**src/rtl/mem_arbiter_pkg.sv**
```systemverilog
// Shared encodings and defaults for the unified-memory arbiter.
// Optional starvation guard is enabled with `define MEM_ARB_STARVE_EN.
package mem_arbiter_pkg;

    localparam int W_RESP = 2;

    typedef enum logic [W_RESP-1:0] {
        RESP_NONE = 2'd0,
        RESP_IF   = 2'd1,
        RESP_DATA = 2'd2
    } resp_e;

    localparam int STARVE_MAX_DEF = 4;

endpackage

```
**src/rtl/mem_arb_prio.sv**
```systemverilog
// Combinational grant picker: data wins, IF gets a forced turn after STARVE_MAX
// consecutive denials when `define MEM_ARB_STARVE_EN is set.
module mem_arb_prio
    import mem_arbiter_pkg::*;
#(
    parameter int STARVE_MAX = STARVE_MAX_DEF
) (
`ifdef MEM_ARB_STARVE_EN
    input  logic  clk,
`endif
    input  logic  rst,
    input  logic  if_req_i,
    input  logic  d_req_i,
    output resp_e gnt_o
);

    logic force_if;

`ifdef MEM_ARB_STARVE_EN
    localparam int CNT_W = $clog2(STARVE_MAX + 1);

    logic [CNT_W-1:0] cnt_q;
    logic [CNT_W-1:0] cnt_d;

    assign force_if = (cnt_q == CNT_W'(STARVE_MAX));

    // Counts consecutive cycles in which IF wanted the memory and lost.
    always_comb begin
        cnt_d = '0;
        if (if_req_i && (gnt_o != RESP_IF)) begin
            cnt_d = cnt_q + 1'b1;
        end
    end

    always_ff @(posedge clk) begin
        if (!rst) begin
            cnt_q <= '0;
        end else begin
            cnt_q <= cnt_d;
        end
    end
`else
    assign force_if = 1'b0;
`endif

    always_comb begin
        gnt_o = RESP_NONE;
        if (!rst) begin
            gnt_o = RESP_NONE;
        end else if (if_req_i && force_if) begin
            gnt_o = RESP_IF;
        end else if (d_req_i) begin
            gnt_o = RESP_DATA;
        end else if (if_req_i) begin
            gnt_o = RESP_IF;
        end
    end

endmodule

```
**src/rtl/mem_arbiter.sv**
```systemverilog
// Single-port memory arbiter sharing one memory macro between IF and EX.
// Build option: `define MEM_ARB_STARVE_EN adds the IF starvation guard.
module mem_arbiter
    import mem_arbiter_pkg::*;
#(
    parameter int ADDR_W     = 16,
    parameter int WORD_W     = 32,
    parameter int STARVE_MAX = STARVE_MAX_DEF
) (
    input  logic              clk,
    input  logic              rst,
    input  logic              if_req_i,
    input  logic [ADDR_W-1:0] if_addr_i,
    input  logic              if_flush_i,
    output logic              if_stall_o,
    output logic              if_v_o,
    output logic [WORD_W-1:0] if_data_o,
    input  logic              d_req_i,
    input  logic              d_we_i,
    input  logic [ADDR_W-1:0] d_addr_i,
    input  logic [WORD_W-1:0] d_wdata_i,
    output logic              d_stall_o,
    output logic              d_v_o,
    output logic [WORD_W-1:0] d_rdata_o,
    output logic [ADDR_W-1:0] mem_a_o,
    output logic              mem_w_o,
    output logic [WORD_W-1:0] mem_d_o,
    input  logic [WORD_W-1:0] mem_q_i
);

    // Handshake: a request is accepted in any cycle where req_i=1 and stall_o=0;
    // a stalled requester holds req/addr/we/wdata until accepted or may withdraw.
    // The accepted access completes with v_o=1 exactly one cycle later.

    resp_e             gnt;
    resp_e             resp_q;
    resp_e             resp_d;
    logic [ADDR_W-1:0] mem_a_q;
    logic [ADDR_W-1:0] mem_a_d;

    mem_arb_prio #(
        .STARVE_MAX(STARVE_MAX)
    ) u_prio (
`ifdef MEM_ARB_STARVE_EN
        .clk      (clk),
`endif
        .rst      (rst),
        .if_req_i (if_req_i),
        .d_req_i  (d_req_i),
        .gnt_o    (gnt)
    );

    always_comb begin
        mem_a_d = mem_a_q;
        mem_w_o = 1'b0;
        mem_d_o = '0;
        resp_d  = gnt;
        case (gnt)
            RESP_DATA: begin
                mem_a_d = d_addr_i;
                mem_w_o = d_we_i;
                mem_d_o = d_wdata_i;
            end
            RESP_IF: begin
                mem_a_d = if_addr_i;
            end
            default: begin
                mem_a_d = mem_a_q;
            end
        endcase
    end

    assign mem_a_o = mem_a_d;

    always_ff @(posedge clk) begin
        if (!rst) begin
            resp_q  <= RESP_NONE;
            mem_a_q <= '0;
        end else begin
            resp_q  <= resp_d;
            mem_a_q <= mem_a_d;
        end
    end

    assign if_stall_o = !rst || (if_req_i && (gnt != RESP_IF));
    assign d_stall_o  = !rst || (d_req_i && (gnt != RESP_DATA));

    // A flush only squashes the fetch word returning this cycle.
    assign if_v_o = rst && (resp_q == RESP_IF) && !if_flush_i;
    assign d_v_o  = rst && (resp_q == RESP_DATA);

    assign if_data_o = mem_q_i;
    assign d_rdata_o = mem_q_i;

endmodule

```
**config.mk**
```make
export PLATFORM = sky130hd
export DESIGN_NAME = mem_arbiter
export DESIGN_NICKNAME = d
export VERILOG_FILES = /design/src/rtl/mem_arbiter_pkg.sv /design/src/rtl/mem_arb_prio.sv /design/src/rtl/mem_arbiter.sv
export SDC_FILE = /design/constraint.sdc
export NUM_CORES = 1
export LEC_CHECK = 0
export CAP_MARGIN = 20
export CORE_AREA = 2 2 84 86
export CTS_CLUSTER_SIZE = 25
export DETAILED_ROUTE_END_ITERATION = 16
export DIE_AREA = 0 0 86 88
export GPL_TIMING_DRIVEN = 0
export PLACE_DENSITY = 0.83
export RECOVER_POWER = 50
export SKIP_CTS_REPAIR_TIMING = 1
export SLEW_MARGIN = 20
export SYNTH_ARGS = -nofsm -noshare
export SYNTH_HDL_FRONTEND = slang
export SYNTH_SLANG_ARGS = --single-unit
```
**constraint.sdc**
```tcl
create_clock -name clk -period 8.65 [get_ports clk]
set_input_delay 2.595 -clock clk [delete_from_list [all_inputs] [get_ports clk]]
set_output_delay 2.595 -clock clk [all_outputs]
set_load 0.005 [all_outputs]
```
# == Word level (Yosys, flattened, before mapping) ==
# Cells that the tools add are included.
# totals
reg_bits,18
word_cells,23
output_inout_bits,117
in_bits,102
# classes
mux,6
reduce_logical,9
n_eq_ne,6
# ops
op,count
two-way mux 32 bit,1
one-hot mux 16 bit (2 select lines),1
logical AND 1 bit,5
== test 2 x 1 -> 1 bit (second input constant),2
== test 2 bit (second input constant),2
two-way mux 2 bit,2
logical NOT 1 bit,2
logical OR 1 bit,2
two-way mux 1 bit,2
!= test 2 x 1 -> 1 bit (second input constant),1
!= test 2 bit (second input constant),1

# == Logic depth before layout (Yosys ltp) ==
# depth
ltp_word,6
ltp_mapped,7
depth_no_buf,5

# == Cells and area by module ==
# From an unflattened synthesis, not the netlist that was laid out.
# hier_totals
hier_cells,206
hier_area_um2,1689.1
# by_module_without_submodules
mod,n_inst,area_per_inst_um2,cells_per_inst,seq_area_each_um2
mem_arbiter,1,1672.9,204,360.3
mem_arb_prio,1,16.3,2,0.0

# == Worst setup path after synthesis ==
# Ideal clock, no wire load.
# synth_timing
path_kind,input port to output port
start,input port rst
end,output port mem_a_o[9]
cell_stages,6
t_arrival_ps,3787
required_ps,6055
path_buffers,2
path_slack_ps,2268
cell_sequence,clkbuf_1 -> nand2_1 -> ha_1 -> buf_4 -> a221oi_1 -> nor2_1
# synth_via
elab_chain_len,3
elab_cells_between_ends,4
cone_classes,2 x eq/ne; 2 x mux
# synth_lines
item,line_no,text
from (decl),mem_arbiter.sv:11,"input logic rst,"
two-way mux 2 bit *,mem_arb_prio.sv:48,if (!rst) begin
== test 2 x 1 -> 1 bit / == test 2 bit (equally long branches),mem_arbiter.sv:58,case (gnt)
one-hot mux 16 bit (2 select lines) *,mem_arbiter.sv:58,
to (decl),mem_arbiter.sv:25,"output logic [ADDR_W-1:0] mem_a_o,"
# Every way passes the cells marked *; elsewhere a longest branch is shown, timed or not.

# == Final worst setup path ==
# layout_timing
start,input port rst
end,output port mem_a_o[4]
# The elaborated chain is that of the path after synthesis.

==> results.txt <==
- Part of the cycle the worst path needs: 0.915
* Final #Nets: 501
- In the routed layout, each cell is associated on average with a via count of 4.21.
- Max_cap viols: 0
- Counting along the longest clock path gives a buffer depth of 2.
- DR pass1 iterations: 4
- Worst Tran Pin Value: 445 ps
- In this run the core area contains 30 standard-cell rows.
* Area occupied by multi-input gates: 773 µm²
* Via count: 2004
- H-tree level count: 1
* Arrival @ worst endpoint: 5320 ps
* Clock tree from TritonCTS: built
* Portion of synthesized cell area occupied by the leading cell type: 0.290
* Clock transition time at the flip-flop clock pins of the worst setup and hold paths: 70 ps
- Share of the yosys chip area belonging to registers: 0.211
- The number of antenna diodes in the final layout is 0.
- Die height: 88 µm
* Leakage: 1.57 nW
- The via count of the first global-routing pass came to 1907.
* Root buf cell: clkbuf_8
- Averaged over all synthesized cells, the footprint is 8.28 µm².
- Final weighted congestion in routability-driven placement: 0.716
- Total detailed-routing wirelength: 6.32 mm
- STA classifies the critical path endpoint as an output pin.
- Power per Cell Area: 88.1 mW/mm²
- STA classifies the critical path startpoint as an input port.
- The first global-routing pass estimated 9.24 mm of wire.
- The biggest area contributor in the post-synthesis netlist is buf_4.
- Number of cells after detailed placement: 472
- Filler cell count: 591
* Count of routing violations after the opening detailed-route iteration: 36
- FF+latch area: 360 µm²
- The worst hold path belongs to the class flip-flop to flip-flop.
- Entering global routing, the biggest net connects 11 pins.
* Cell count after synthesis: 206
- Max Freq: 126 MHz
- In the final layout, the share of cells above drive strength 1 is 0.212.
* Layout overhead on the synthesized area: 118%
- The routed design could run at a clock period as short as 7920 ps.
* Number of storage elements in the synthesis netlist: 18
* Starting utilization of the core area: 0.257
- Of all nets on the critical path, the largest fanout is 10.
* I/O pins: 219
* Worst Clk Skew: 0 ps
* Path type of the worst setup path: input port to output pin
* Slew HR: 0.703
- RSZ-0062 raised after global routing: no
* Post-DRT Antenna Nets: 0
* Number of synthesis warnings: 0
* Global route total overflow: 0
* Peak supply drop: 0.0841 mV
- Final-report max-slew violation count: 0
- The total area inside the core boundary comes to 0.00664 mm².
- Summing every instance area after synthesis gives 0.00171 mm².
- In the final routed layout, each cell accounts on average for 13.3 µm.
- After synthesis, the cell types taking the most area are buf_4 (29%), dfxtp_1 (21%), and2_1 (12%), a221oi_2 (7.0%), nor3b_1 (6.6%).
* Number of clock buffers inserted by TritonCTS: 3
- The number of different library cells used by synthesis comes to 21.
* Required time at the endpoint of the critical path: 6060 ps
* Post-detailed-placement half-perimeter wirelength: 5.34 mm
- Final hold violation count: 0
* Remaining design rule violation count: 0
* Combined global-route utilization of all metal layers: 0.151
- Power comes to 328 µW.
- After the flow finishes, the layout carries non-filler instances totaling 476.
- Overall die area: 0.00757 mm²
- The later pin in the worst-skew pair is clocked with a latency of 250 ps.
- # clock sinks: 18
- I/O Buffers: 186
- Final number of setup-violating endpoints: 0
* Antenna violations before repair: 0
* Floorplan die width: 86 µm
- Result of the run: complete, no violations
* Total nets after synthesis: 310
* Post-Route Setup TNS: 0 ps
-- cell families after synthesis --
family,synth area share
flip-flops,0.211
adder cells (fa/ha/maj),0.0147
AND/OR/NAND/NOR,0.311
AO/OA/AOI/OAI,0.128
buffers and inverters,0.336
-- Yosys cell counts, drive strengths merged --
library cell and number:
a221oi 16, and2 33, and3 2, buf 70, clkbuf 6, dfxtp 18, ha 2, inv 4
nand2 2, nand3 1, nor2 17, nor2b 16, nor3b 16, nor4bb 1, o21ai 2
-- power by group --
part | switching [mW] | leakage [nW] | internal, mW
combinational | 0.0533 | 1.39 | 0.114
clock | 0.0285 | 0.0288 | 0.0404
sequential | 0.00201 | 0.148 | 0.0898
-- worst max-delay path, cell delays in order --
cell and delay (ps):
dlygate4sd3_1 640, clkbuf_1 360, nand2_1 160, ha_1 390, clkbuf_1 390, a221oi_1 130
nor2_1 130, clkdlybuf4s50_1 520
-- sequential cells by signal (all words and copies together), names as in the netlist --
| register | cells |
|---|---|
| mem_a_q | 16 |
| resp_q | 2 |
-- through the flow --
| stage | worst slack [ps] | util | hold slack, ps | area (µm²) |
|---|---|---|---|---|
| 4_1_cts | 820 | 0.560 | 545 | 3720 |
| 5_1_grt | 516 | 0.560 | 576 | 3720 |
| 3_5_place_dp | 830 | 0.552 | 531 | 3670 |
| 6_report | 732 | 0.560 | 544 | 3720 |
| 3_3_place_gp | 846 | 0.552 | 518 | 3670 |
| 2_1_floorplan | 2270 | - | 504 | 1710 |
-- placed cells by master, fill, tap and decap left out --
cell type / synthesis / final
a221oi_1: 7 / 7
a221oi_2: 8 / 8
a221oi_4: 1 / 1
and2_1: 33 / 33
and3_1: 2 / 2
buf_4: 66 / 66
buf_6: 3 / 3
clkbuf_1: 5 / 6
clkbuf_2: 1 / 1
clkbuf_8: 0 / 4
clkdlybuf4s50_1: 0 / 136
dfxtp_1: 18 / 18
dlygate4sd3_1: 0 / 50
ha_1: 2 / 2
inv_1: 4 / 4
nand2_1: 2 / 2
nand3_1: 1 / 1
nor2_1: 17 / 17
nor2b_1: 16 / 16
nor3b_1: 15 / 15
nor3b_2: 1 / 1
nor4bb_1: 1 / 1
o21ai_0: 2 / 2
-- final cells by class --
type / instances / area share
inverters: 4 / 0.00403
repair buffers: 186 / 0.500
well taps: 80 / 0.0269
flip-flops and latches: 18 / 0.0968
clock buffers: 4 / 0.0148
plain buffers: 76 / 0.150
multi-input cells: 108 / 0.208
-- final timing paths --
| kind | slack, ps | cells past startpoint | end | from |
|---|---|---|---|---|
| worst max-delay path | 730 | 8 | mem_a_o[4] | rst |
| worst min-delay path | 540 | 2 | mem_a_q[1] | mem_a_q[1] |
| worst max register to register | 7990 | 2 | mem_a_q[12] | mem_a_q[12] |
| worst min register to register | 540 | 2 | mem_a_q[1] | mem_a_q[1] |
-- metal layers --
layer  up-vias  share of wire  GRT usage
met5         -              0          0
met4         0         0.0044     0.0202
met3         4          0.092     0.0452
met2        97           0.51      0.271
met1       910           0.39      0.182
li1        993              -          -
No activity file was read; power rests on OpenSTA's default activity.
